File: src/rtl/seq_restoring_divider_if.sv
// Handshake and operand/result bundle for the sequential restoring divider.
//   start       : master -> slave, request (sampled on rising clk)
//   dividend    : master -> slave, unsigned numerator, W bits
//   divisor     : master -> slave, unsigned denominator, W bits
//   busy        : slave -> master, division in progress
//   done        : slave -> master, one-cycle result-valid pulse
//   quotient    : slave -> master, W-bit quotient, held until next result
//   remainder   : slave -> master, W-bit remainder, held until next result
//   div_by_zero : slave -> master, set with done when divisor was zero
interface seq_restoring_divider_if #(
    parameter int W = 4
);
    logic         start;
    logic [W-1:0] dividend;
    logic [W-1:0] divisor;
    logic         busy;
    logic         done;
    logic [W-1:0] quotient;
    logic [W-1:0] remainder;
    logic         div_by_zero;

    modport master (
        output start, dividend, divisor,
        input  busy, done, quotient, remainder, div_by_zero
    );

    modport slave (
        input  start, dividend, divisor,
        output busy, done, quotient, remainder, div_by_zero
    );
endinterface

File: src/rtl/seq_restoring_divider.sv
// Iterative unsigned restoring divider, one quotient bit per clock.
//   clk   : system clock, rising edge
//   rst_n : asynchronous active-low reset
//   bus   : slave side of seq_restoring_divider_if (start/operands in,
//           busy/done/quotient/remainder/div_by_zero out, all registered)
// A non-zero divisor yields the result W edges after acceptance; a zero
// divisor takes a one-edge shortcut through DZ and returns all-ones quotient
// with the dividend as remainder.
module seq_restoring_divider #(
    parameter int W = 4
) (
    input  logic                        clk,
    input  logic                        rst_n,
    seq_restoring_divider_if.slave      bus
);
    localparam int CW = (W > 2) ? $clog2(W) : 1;

    typedef enum logic [1:0] {
        IDLE = 2'd0,
        RUN  = 2'd1,
        DZ   = 2'd2
    } state_t;

    state_t        state_q, state_d;
    logic [W:0]    r_q, r_d;          // partial remainder, one guard bit
    logic [W-1:0]  q_q, q_d;          // dividend shifting out / quotient in
    logic [W-1:0]  div_q, div_d;      // latched divisor
    logic [CW-1:0] cnt_q, cnt_d;      // steps left after the current one
    logic          busy_q, busy_d;
    logic          done_q, done_d;
    logic [W-1:0]  quotient_q, quotient_d;
    logic [W-1:0]  remainder_q, remainder_d;
    logic          dbz_q, dbz_d;

    logic [W:0]    r_shift_s;
    logic [W:0]    r_next_s;
    logic [W-1:0]  q_next_s;

    // Next-state and datapath logic for all FSM states
    always_comb begin
        state_d     = state_q;
        r_d         = r_q;
        q_d         = q_q;
        div_d       = div_q;
        cnt_d       = cnt_q;
        busy_d      = busy_q;
        done_d      = 1'b0;
        quotient_d  = quotient_q;
        remainder_d = remainder_q;
        dbz_d       = dbz_q;

        // One restoring step: shift in next dividend bit, trial-subtract.
        r_shift_s = {r_q[W-1:0], q_q[W-1]};
        if (r_shift_s >= {1'b0, div_q}) begin
            r_next_s = r_shift_s - {1'b0, div_q};
            q_next_s = {q_q[W-2:0], 1'b1};
        end else begin
            r_next_s = r_shift_s;
            q_next_s = {q_q[W-2:0], 1'b0};
        end

        case (state_q)
            IDLE: begin
                if (bus.start) begin
                    // q_q also carries the dividend into DZ for the remainder.
                    busy_d = 1'b1;
                    q_d    = bus.dividend;
                    div_d  = bus.divisor;
                    r_d    = {(W+1){1'b0}};
                    cnt_d  = CW'(W - 1);
                    if (bus.divisor == {W{1'b0}}) begin
                        state_d = DZ;
                    end else begin
                        state_d = RUN;
                    end
                end else begin
                    state_d = IDLE;
                end
            end
            RUN: begin
                r_d = r_next_s;
                q_d = q_next_s;
                if (cnt_q == {CW{1'b0}}) begin
                    quotient_d  = q_next_s;
                    remainder_d = r_next_s[W-1:0];
                    dbz_d       = 1'b0;
                    busy_d      = 1'b0;
                    done_d      = 1'b1;
                    state_d     = IDLE;
                end else begin
                    cnt_d = cnt_q - {{(CW-1){1'b0}}, 1'b1};
                end
            end
            DZ: begin
                quotient_d  = {W{1'b1}};
                remainder_d = q_q;
                dbz_d       = 1'b1;
                busy_d      = 1'b0;
                done_d      = 1'b1;
                state_d     = IDLE;
            end
            default: begin
                busy_d  = 1'b0;
                state_d = IDLE;
            end
        endcase
    end

    // State and output registers with asynchronous clear
    always_ff @(posedge clk or negedge rst_n) begin
        if (!rst_n) begin
            state_q     <= IDLE;
            r_q         <= {(W+1){1'b0}};
            q_q         <= {W{1'b0}};
            div_q       <= {W{1'b0}};
            cnt_q       <= {CW{1'b0}};
            busy_q      <= 1'b0;
            done_q      <= 1'b0;
            quotient_q  <= {W{1'b0}};
            remainder_q <= {W{1'b0}};
            dbz_q       <= 1'b0;
        end else begin
            state_q     <= state_d;
            r_q         <= r_d;
            q_q         <= q_d;
            div_q       <= div_d;
            cnt_q       <= cnt_d;
            busy_q      <= busy_d;
            done_q      <= done_d;
            quotient_q  <= quotient_d;
            remainder_q <= remainder_d;
            dbz_q       <= dbz_d;
        end
    end

    assign bus.busy        = busy_q;
    assign bus.done        = done_q;
    assign bus.quotient    = quotient_q;
    assign bus.remainder   = remainder_q;
    assign bus.div_by_zero = dbz_q;
endmodule

File: src/flat_wrapper.sv
// flat-port wrapper written by rule: the top's interface ports become plain ports
module seq_restoring_divider_flat 
#(
    parameter int W = 4
)
  (clk, rst_n, bus_start, bus_dividend, bus_divisor, bus_busy, bus_done, bus_quotient, bus_remainder, bus_div_by_zero);
  seq_restoring_divider_if #(.W(W)) bus_i ();
  input  logic clk;
  input  logic rst_n;
  input wire logic [$bits(bus_i.start)-1:0] bus_start;
  input wire logic [$bits(bus_i.dividend)-1:0] bus_dividend;
  input wire logic [$bits(bus_i.divisor)-1:0] bus_divisor;
  output wire logic [$bits(bus_i.busy)-1:0] bus_busy;
  output wire logic [$bits(bus_i.done)-1:0] bus_done;
  output wire logic [$bits(bus_i.quotient)-1:0] bus_quotient;
  output wire logic [$bits(bus_i.remainder)-1:0] bus_remainder;
  output wire logic [$bits(bus_i.div_by_zero)-1:0] bus_div_by_zero;
  assign bus_i.start = bus_start;
  assign bus_i.dividend = bus_dividend;
  assign bus_i.divisor = bus_divisor;
  assign bus_busy = bus_i.busy;
  assign bus_done = bus_i.done;
  assign bus_quotient = bus_i.quotient;
  assign bus_remainder = bus_i.remainder;
  assign bus_div_by_zero = bus_i.div_by_zero;
  seq_restoring_divider #(.W(W)) u_core (.clk(clk), .rst_n(rst_n), .bus(bus_i));
endmodule
File: config.mk
export PLATFORM = sky130hd
export DESIGN_NAME = seq_restoring_divider_flat
export DESIGN_NICKNAME = d
export VERILOG_FILES = /design/src/rtl/seq_restoring_divider_if.sv /design/src/rtl/seq_restoring_divider.sv /design/src/flat_wrapper.sv
export SDC_FILE = /design/constraint.sdc
export NUM_CORES = 1
export LEC_CHECK = 0
export CAP_MARGIN = 20
export CORE_UTILIZATION = 30
export CTS_CLUSTER_SIZE = 12
export DETAILED_ROUTE_END_ITERATION = 16
export SLEW_MARGIN = 15
export SYNTH_ARGS = -nofsm -noshare
export SYNTH_HDL_FRONTEND = slang
export SYNTH_SLANG_ARGS = --single-unit
File: constraint.sdc
create_clock -name clk -period 5.4 [get_ports clk]
set_clock_uncertainty 0.15 [all_clocks]
set_input_delay 1.35 -clock clk [delete_from_list [all_inputs] [get_ports clk]]
set_output_delay 1.35 -clock clk [all_outputs]
set_load 0.02 [all_outputs]
; ---- Word level (Yosys, flattened, before mapping)
; Index checks and enable logic that the tools add are counted.
; Widths: inputs -> output; s select.
[word_totals]
ff_bits = 27
inputBits = 11
output_inout_bits = 11
elab_cells = 51
[op_classes]
n_addsub = 2
n_lt_le_gt_ge = 1
eq_ne = 5
muxes = 23
reduce_logical = 10
[ops]
columns = op, n
row1 = $pmux 4 s2, 4
row2 = $mux 4, 5
row3 = $mux 2, 5
row4 = $pmux 2 s2, 2
row5 = $reduce_and 2->1, 4
row6 = $pmux 1 s2, 3
row7 = $ge 5x4->1, 1
row8 = $logic_not 2->1, 2
row9 = $logic_not 4->1, 1
row10 = $mux 1, 4
row11 = $ne 2x2->1 const B, 2
row12 = $reduce_bool 2->1, 2
row13 = $sub 4x4->4, 1
row14 = $reduce_and 3->1, 1
row15 = $eq 2x1->1 const B, 1
row16 = $eq 2x2->1 const B, 1
row17 = $ne 2x1->1 const B, 1
row18 = $sub 2x1->2 const B, 1

; ---- Depth between registers and ports, before layout
[logic_depth]
ltp_word = 4
ltp_mapped = 8
ltp_nobuf = 7

; ---- Worst setup path before layout
; Ideal clock, no wire load.
[synth_path]
path_type = input-to-reg
start = input port bus_start
end = register u_core.q_q[1]
setup_ps = 128
arrival_time_ps = 2046
required_ps = 5122
slack_ps = 3076
stages = 4
path_buffers = 1
path_cell_list = nand2_1 -> a21boi_0 -> buf_2 -> o21ai_0
[synth_via]
elab_chain_len = 2
[synth_lines]
columns = item, line_no
row1 = from (decl), flat_wrapper.sv:10  ; input wire logic [$bits(bus_i.start)-1:0] bus_start;
row2 = $ne 2x2->1 (no line), --
row3 = $reduce_and 2->1 (no line), --
row4 = to (signal assigned), seq_restoring_divider.sv:114  ; q_q <= {W{1'b0}};
row5 = to (signal assigned), seq_restoring_divider.sv:125  ; q_q <= q_d;
row6 = to (decl), seq_restoring_divider.sv:26  ; logic [W-1:0] q_q, q_d;
; No other way between the ends.
; A chain may end at the register's enable or synchronous reset.

; ---- Final worst setup path
; Ends and elaborated chain as after synthesis.

==> results.md <==
| Metric | This run | Unit |
|:---|:---|:---|
| Run status | finished clean | - |
| Final Critical Period | 2.998 | ns |
| Cells taking the most area after synthesis | sky130_fd_sc_hd__dfrtp_1 47%, sky130_fd_sc_hd__ha_1 6.9%, sky130_fd_sc_hd__o21ai_0 4.8% | - |
| Global-route wire length before repair | 5451 | µm |
| Via Count | 1118 | - |
| Seq cells post-synth | 27 | - |
| Overall power | 0.001011 | W |
| Routed wire per std cell | 15.24 | µm |
| Area overhead of the layout relative to synthesis | 21.16 | % |
| Final ANT Viol Nets | 0 | - |
| Mean number of vias per cell | 5.249 | - |
| Total of cells resized after clock tree synthesis | 0 | - |
| Drt total wl | 3246 | µm |
| Endpoints failing setup | 0 | - |
| DRT iter0 DRCs | 72 | - |
| Maximum count of clock buffers along a single path | 2 | - |
| Clock latency of the later-clocked register in the worst-skew pair | 0.27 | ns |
| Worst max-slew margin expressed relative to the limit | 0.5038 | - |
| Area of the core | 4504 | µm² |
| Total die area | 5112 | µm² |
| Post-placement setup slack | 1.804 | ns |
| Fraction of the core area covered by cells at the end of the flow | 0.3897 | - |
| Power density cells | 575.8 | nW/µm² |
| Initial cell density of the core | 0.3217 | - |
| Antenna fix cells | 0 | - |
| Count of clock tree sinks | 27 | - |
| Max FO, Critical Path | 12 | - |
| Leading area contributor after synthesis | sky130_fd_sc_hd__dfrtp_1 | - |
| Clock transition time at the flip-flop clock pins of the worst setup and hold paths | 0.09 | ns |
| TritonRoute pass-1 iters | 4 | - |
| Die W | 71.50 | µm |
| TritonCTS clock tree | built | - |
| Class of the worst hold path | reg -> reg | - |
| Ratio of cells with drive above 1 in the final layout | 0.09317 | - |
| Unrepaired setup endpoints after global routing | no | - |
| Smallest setup slack after layout | 2.402 | ns |
| Static Leak | 0.7402 | nW |
| Cell row count | 24 | - |
| Final Hold Vio Count | 0 | - |
| Crit end category | flip-flop | - |
| Hold buffer count at cts | 0 | - |
| Chip Height | 71.50 | µm |
| Fill cell instance count of the final layout | 452 | - |
| Root Driver | sky130_fd_sc_hd__clkbuf_8 | - |
| Global routing usage summed across all routing layers | 0.1386 | - |
| Highest achievable clock rate | 333.6 | MHz |
| Maximum number of pins on one net before global-route repair | 28 | - |
| Initial antenna violation count | 0 | - |
| Share of the cycle needed by the critical path after routing | 0.5551 | - |
| Syn Nets | 160 | - |
| Cell area after placement | 1710 | µm² |
| CTS buffer count | 3 | - |
| Vias in the first global route | 1153 | - |
| Synthesized instance count | 140 | - |
| Number of primary I/O pins | 22 | - |
| Final instance area | 1755 | µm² |
| Yosys warns | 0 | - |
| Netlist area before placement | 1449 | µm² |
| CP required | 5.37 | ns |
| Area of combinational cells with multiple inputs | 710.7 | µm² |
| Final-layout setup total negative slack | 0 | ns |
| Number of I/O port buffers | 21 | - |
| Class of the most critical setup path | in -> reg | - |
| Final estimated routing congestion in global placement | 0.7750 | - |
| Max-cap violations | 0 | - |
| Number of design rule violations left after detail routing | 0 | - |
| Sequential cell area fraction in the yosys report | 0.4663 | - |
| Least-Margin Pin Slew | 0.7427 | ns |
| Unique cell type count in the Yosys netlist | 35 | - |
| Number of nets in the layout | 182 | - |
| H-tree depth reported by CTS | 1 | - |
| Peak supply drop | 194.5 | µV |
| Pins Over Slew Limit | 0 | - |
| Half-perimeter wire length after detailed placement | 2430 | µm |
| Leftover overflow at the end of global routing | 0 | - |
| Worst EP arrival | 2.97 | ns |
| Seq. cell area | 675.6 | µm² |
| Startpoint type of the worst setup path | primary input | - |
| Post-synth top area share | 0.4663 | - |
| Mean area per synthesized cell | 10.35 | µm² |
| Buffers inserted by post-CTS timing repair | 0 | - |
## placed cells by master, fill, tap and decap left out, types with 2 or more instances in the layout
master	count
sky130_fd_sc_hd__o21ai_2	2
sky130_fd_sc_hd__dfrtp_1	27
sky130_fd_sc_hd__inv_1	11
sky130_fd_sc_hd__nor2_1	8
sky130_fd_sc_hd__clkbuf_8	3
sky130_fd_sc_hd__o22a_1	8
sky130_fd_sc_hd__o21ai_0	14
sky130_fd_sc_hd__xor2_1	2
sky130_fd_sc_hd__nand3b_1	2
sky130_fd_sc_hd__mux2i_1	5
sky130_fd_sc_hd__clkdlybuf4s50_1	21
sky130_fd_sc_hd__a21oi_1	7
sky130_fd_sc_hd__o22ai_1	4
sky130_fd_sc_hd__ha_1	8
sky130_fd_sc_hd__a32oi_1	2
sky130_fd_sc_hd__mux2_2	4
sky130_fd_sc_hd__nand2_1	12
sky130_fd_sc_hd__o211ai_1	2
## sequential cells by signal, summed over array words and instances (netlist names), 2 cells and up
register	count
u_core.bus.quotient	4
u_core.bus.remainder	4
u_core.div_q	4
u_core.q_q	4
u_core.r_q	4
u_core.cnt_q	2
u_core.state_q	2
## cells by family after synthesis
kind of cell,count (synthesis),share of synthesized area
adder cells (fa/ha/maj),9,0.08290
XOR/XNOR,2,0.01209
flip-flops,27,0.4663
buffers and inverters,16,0.04318
AO/OA/AOI/OAI,47,0.2228
AND/OR/NAND/NOR,29,0.09672
multiplexers,10,0.07599
## synth_stat cells, drive strengths merged
cell and number:
a211oi 1, a21boi 1, a21oi 8, a2bb2oi 1, a31oi 1, a32oi 2, buf 2, clkbuf 3
dfrtp 27, fa 1, ha 8, inv 11, mux2 5, mux2i 5, nand2 12, nand2b 2
nand3 1, nand3b 2, nand4 1, nor2 8, nor2b 1, nor4 1, o211ai 2, o21a 1
o21ai 17, o22a 8, o22ai 4, o31a 1, or2 1, xor2 2
## metal layers
| layer | up-vias | share of wire | global-route usage |
|---|---|---|---|
| li1 | 543 | - | - |
| met2 | 26 | 0.49 | 0.2423 |
| met4 | 0 | 0.0065 | 0.03050 |
| met5 | - | 0 | 0 |
| met3 | 2 | 0.042 | 0.03657 |
| met1 | 547 | 0.46 | 0.1725 |
## critical path, stage by stage
cell and delay [ns]:
sky130_fd_sc_hd__clkdlybuf4s50_1 0.50, sky130_fd_sc_hd__nand2_1 0.23, sky130_fd_sc_hd__a21boi_1 0.65, sky130_fd_sc_hd__o21ai_0 0.23
## report_power, final
group	switching, W	internal [W]	total [W]
Clock	0.0000630	0.0000529	0.000116
Combinational	0.000310	0.000249	0.000560
Sequential	0.0000558	0.000280	0.000335
Total	0.000429	0.000582	0.00101
## area by class of cell
class,count,share of cell area
multi-input combinational,97,0.4048
sequential,27,0.3849
clock buffer,4,0.02566
tap,52,0.03706
timing repair buffer,22,0.1240
inverter,11,0.02352
## stage by stage
| stage | hold slack, ns | std cells |
|---|---|---|
| floorplan | 0.2998 | 140 |
| global placement | 0.3187 | 209 |
| detailed placement | 0.3473 | 209 |
| CTS | 0.3653 | 213 |
| global route | 0.3811 | 213 |
| finish | 0.3588 | 213 |
## final timing paths
check                      cells past startpoint                                   to                                start  slack (ns)
max                                            4            u_core.q_q[1]$_DFFE_PN0P_                            bus_start        2.40
min                                            2  u_core.bus.remainder[2]$_DFFE_PN0P_  u_core.bus.remainder[2]$_DFFE_PN0P_        0.36
max reg2reg                                    6  u_core.bus.remainder[3]$_DFFE_PN0P_        u_core.state_q[1]$_DFFE_PN0P_        3.05
min reg2reg                                    2  u_core.bus.remainder[2]$_DFFE_PN0P_  u_core.bus.remainder[2]$_DFFE_PN0P_        0.36
max in group asynchronous                      2        u_core.state_q[1]$_DFFE_PN0P_                                rst_n        3.54
min in group asynchronous                      2            u_core.q_q[3]$_DFFE_PN0P_                                rst_n        1.30
Power figures use the tool's default switching activity.
==> patch 1: new RTL, same flow settings <==
Re-encode `state_t` (3 states) as one-hot, 3 bits wide.
--- a/src/rtl/seq_restoring_divider.sv
+++ b/src/rtl/seq_restoring_divider.sv
@@ -16,8 +16,8 @@
     localparam int CW = (W > 2) ? $clog2(W) : 1;
 
-    typedef enum logic [1:0] {
-        IDLE = 2'd0,
-        RUN  = 2'd1,
-        DZ   = 2'd2
+    typedef enum logic [2:0] {
+        IDLE = 3'b001,
+        RUN  = 3'b010,
+        DZ   = 3'b100
     } state_t;
 
Check against the original RTL: no difference found for any inputs over 10 cycles, from zero or initial values and one cycle with rst_n low; not proved beyond that.
==> patch 1 against the original RTL <==
Sequential cell count is 1 higher. Cell count is 7.0% higher. Final area is 3.3% higher. Via count is 2.1% higher. Critical path type is now reg -> out. Combinational power is 9.3% lower. Wire length is 1.7% lower. Maximum frequency is 7.3% higher. Setup slack better by 200 ps. Total power is 1.6% higher. Hold slack worse by 23 ps. Area after synthesis is 2.7% higher. Highest routed layer unchanged.
==> patch 1: results (changes against the original RTL) <==
[status]
status = finished, final reports clean  ; unchanged

[critical_path]
critPathTopFamily = buffers and inverters  ; was compound AO/OA/AOI/OAI gates
reg2reg_from = u_core.state_q[2]$_DFFE_PN0N_  ; was u_core.state_q[1]$_DFFE_PN0P_
cpPeakStageDelay_ps = 630  ; was 650 ps
regToRegEndpoint = u_core.bus.remainder[0]$_DFFE_PN0P_  ; was u_core.bus.remainder[3]$_DFFE_PN0P_

[global_routing]
grt_max_degree = 29  ; was 28
grt_util_met2 = 0.2046  ; was 0.2423
grt_first_pass_wirelength_mm = 5.333  ; was 5.451 mm
grt_usage = 0.1294  ; was 0.1386
grt_use_met3 = 0.01944  ; was 0.03657
grt_use_met1 = 0.1836  ; was 0.1725

[place]
hpwl_mm = 2.412  ; was 2.430 mm
dpl.cell_count = 224  ; was 209

[route]
first_iter_violations = 97  ; was 72
vias = 1141  ; was 1118
met2WireLength_mm = 1.550  ; was 1.597 mm

[power]
pwr-share-seq = 0.344  ; was 0.332
vdd_drop_max_mv = 0.1560  ; was 0.1945 mV
p_switching_uw = 416.9  ; was 429.0 uW
power_frac_comb = 0.495  ; was 0.554
leakage_nw = 0.7762  ; was 0.7402 nW

[logic_synthesis]
synth_area_leaders = dfrtp_1 45%, ha_1 4.2%, o21ai_0 3.7%  ; was dfrtp_1 47%, ha_1 6.9%, o21ai_0 4.8%
seq_area_frac_synth = 0.4718  ; was 0.4663
synth_fa_ha_area_frac = 0.05551  ; was 0.08290
ys_types = 45  ; was 35
synthMuxAreaShare = 0.03448  ; was 0.07599
synthesis.nets = 158  ; was 160
yosysMostFrequentCell = dfrtp_1  ; unchanged

[timing]
hold_slack_ps = 335.9  ; was 358.8 ps
worst_pin_slew_ps = 548.4  ; was 742.7 ps

[min_path]
hold_end = u_core.cnt_q[0]$_DFFE_PN0P_  ; was u_core.bus.remainder[2]$_DFFE_PN0P_
hp-start = u_core.cnt_q[0]$_DFFE_PN0P_  ; was u_core.bus.remainder[2]$_DFFE_PN0P_
min_path_cells = 1  ; was 2

[cells_and_area]
final_cells = 228  ; was 213
post_route_cells_drive_above_1_share = 0.09938  ; was 0.09317
fin_nets = 179  ; was 182

patch 1: cell count changes after synthesis, sizes merged, moves of 4 or more:
cell   change
o21ai      -6
a21o       +5
o22a       -5
mux2       -4
nor2       +4
patch 1: worst max-delay path by stage:
stage                               endpoint  cells after the start  slack (ps)                                 from
2_1_floorplan  u_core.state_q[1]$_DFFE_PN0N_                      2        3070                       bus_divisor[1]
3_3_place_gp     u_core.div_q[0]$_DFFE_PN0P_                      4        2490                            bus_start
3_5_place_dp     u_core.div_q[0]$_DFFE_PN0P_                      4        2460                            bus_start
4_1_cts                     bus_remainder[1]                      1        2600  u_core.bus.remainder[1]$_DFFE_PN0P_
5_1_grt                     bus_remainder[1]                      1        2560  u_core.bus.remainder[1]$_DFFE_PN0P_
6_report                    bus_remainder[1]                      1        2610  u_core.bus.remainder[1]$_DFFE_PN0P_
patch 1: stage by stage:
stage	worst slack [ps]	area, sq um	total power [mW]
6_report	2606	1813	1.026
5_1_grt	2559	1813	1.104
4_1_cts	2602	1813	1.035
3_5_place_dp	2457	1742	0.8684
3_3_place_gp	2485	1742	0.8530
2_1_floorplan	3074	1488	0.7529
patch 1: layout make-up:
cell class	instances	area, sq um
clock inverters	1	30.03
inverters	8	30.03
well taps	67	83.83
clock buffers	3	41.29
flip-flops and latches	28	701.9
repair buffers	22	217.7
multi-input cells	99	708.2
fillers	486	2942
patch 1: cell families (layout without fill, tap and decap cells):
kind of cell | Yosys count | in the layout
DFF | 28 | 28
muxes | 5 | 5
adders and majority gates | 6 | 6
AOI/OAI and AO/OA | 42 | 42
and+or+nand+nor | 45 | 45
xor gates and xnor gates | 1 | 1
buffers and inverters | 14 | 34
==> patch 2: new RTL, same settings <==
Made on the original files. `W` is set to 4 in 3 places; all go to 2.
--- a/src/rtl/seq_restoring_divider_if.sv
+++ b/src/rtl/seq_restoring_divider_if.sv
@@ -9,5 +9,5 @@
 //   div_by_zero : slave -> master, set with done when divisor was zero
 interface seq_restoring_divider_if #(
-    parameter int W = 4
+    parameter int W = 2
 );
     logic         start;
--- a/src/rtl/seq_restoring_divider.sv
+++ b/src/rtl/seq_restoring_divider.sv
@@ -8,5 +8,5 @@
 // with the dividend as remainder.
 module seq_restoring_divider #(
-    parameter int W = 4
+    parameter int W = 2
 ) (
     input  logic                        clk,
--- a/src/flat_wrapper.sv
+++ b/src/flat_wrapper.sv
@@ -2,5 +2,5 @@
 module seq_restoring_divider_flat 
 #(
-    parameter int W = 4
+    parameter int W = 2
 )
   (clk, rst_n, bus_start, bus_dividend, bus_divisor, bus_busy, bus_done, bus_quotient, bus_remainder, bus_div_by_zero);
Interface: changed (resized bus_dividend, bus_divisor, bus_quotient and bus_remainder); port bits go from 22 to 14. No check against the original RTL was run, so the function may have changed too.
==> patch 2 against the original RTL <==
Area after synthesis shrank 40%. Combinational power shrank 36%. First-iteration DRC count shrank 89%. Critical path depth shrank 3. Non-clock buffer count shrank 9. Total power shrank 36%. Hold slack lost 19 ps. Setup slack gained 250 ps. Count of clock-buffer cells in the layout is the same. Wire length shrank 45%. Die area shrank 39%. Final area shrank 40%. Sequential cell count shrank 11. Highest routed layer unchanged.
==> patch 2: results (changes against the original RTL) <==
[status]
status = finished, final reports clean  ; unchanged

[timing]
worst_pin_slew_ps = 731.0  ; was 742.7 ps
hold_slack_ps = 340.0  ; was 358.8 ps
post-route-period-util = 0.5097  ; was 0.5551

[cells_and_area]
seq-cell-share = 0.3800  ; was 0.3849
multi_input_area_sq_um = 425.4  ; was 710.7 sq um
nonClkBufAreaFrac = 0.1235  ; was 0.1240
fin_nets = 118  ; was 182
final_cells = 136  ; was 213

[place]
gp_congestion = 0.7505  ; was 0.7750
placed_area_sq_um = 1017  ; was 1710 sq um
dpl.cell_count = 132  ; was 209

[min_path]
hp-start = u_core.bus.quotient[1]$_DFFE_PN0P_  ; was u_core.bus.remainder[2]$_DFFE_PN0P_
hold_end = u_core.bus.quotient[1]$_DFFE_PN0P_  ; was u_core.bus.remainder[2]$_DFFE_PN0P_

[power]
leakage_nw = 0.4551  ; was 0.7402 nW
pg_seq_uw = 205  ; was 335 uW
p_per_area_nw_per_um2 = 610.0  ; was 575.8 nW/um^2
clkPwrFrac = 0.126  ; was 0.115

[critical_path]
startpoint = u_core.bus.remainder[1]$_DFFE_PN0P_  ; was bus_start
cpPeakStageDelay_ps = 600  ; was 650 ps
crit_slowest_cell = clkdlybuf4s50_1  ; was a21boi_1
reg2reg_from = u_core.q_q[1]$_DFFE_PN0P_  ; was u_core.state_q[1]$_DFFE_PN0P_
rrSetupSlack_ps = 3470  ; was 3050 ps

[global_routing]
grt_max_degree = 17  ; was 28
grt_first_pass_wirelength_mm = 2.939  ; was 5.451 mm
grt_usage = 0.1177  ; was 0.1386

[route]
drt-total-wl_mm = 1.777  ; was 3.246 mm

[logic_synthesis]
synth_cells = 93  ; was 140
netlist_area_sq_um = 873.3  ; was 1449 sq um
synthesis.nets = 105  ; was 160

[cts]
cts.sinks = 16  ; was 27
root_buffer = clkbuf_4  ; was clkbuf_8

==> patch 2: cell count changes in the layout (fill, tap and decap cells not counted), moves of 2 or more <==
cell | unedited run | this run
clkbuf_4 | 0 | 3
clkbuf_8 | 3 | 1
clkdlybuf4s50_1 | 21 | 13
dfrtp_1 | 27 | 16
ha_1 | 8 | 5
inv_1 | 11 | 6
mux2_2 | 4 | 2
mux2i_1 | 5 | 1
nand3b_1 | 2 | 0
o21ai_0 | 14 | 7
o21ai_2 | 2 | 0
o22a_1 | 8 | 0
xor2_1 | 2 | 0
==> patch 2: logic make-up after synthesis <==
logic type,Yosys count,synth area share
flops,16,0.4584
compound gates,30,0.2278
buf+inv,11,0.05443
fa+ha+maj,5,0.07163
mux,3,0.03725
simple gates,28,0.1504
==> patch 2: routing by layer <==
layer | vias to the layer above | wire [um] | GRT usage
met5 | - | 0 | 0
met4 | 0 | 10 | 0.05226
met3 | 2 | 45 | 0.01395
met2 | 13 | 879 | 0.1945
met1 | 321 | 841 | 0.1551
li1 | 347 | - | -
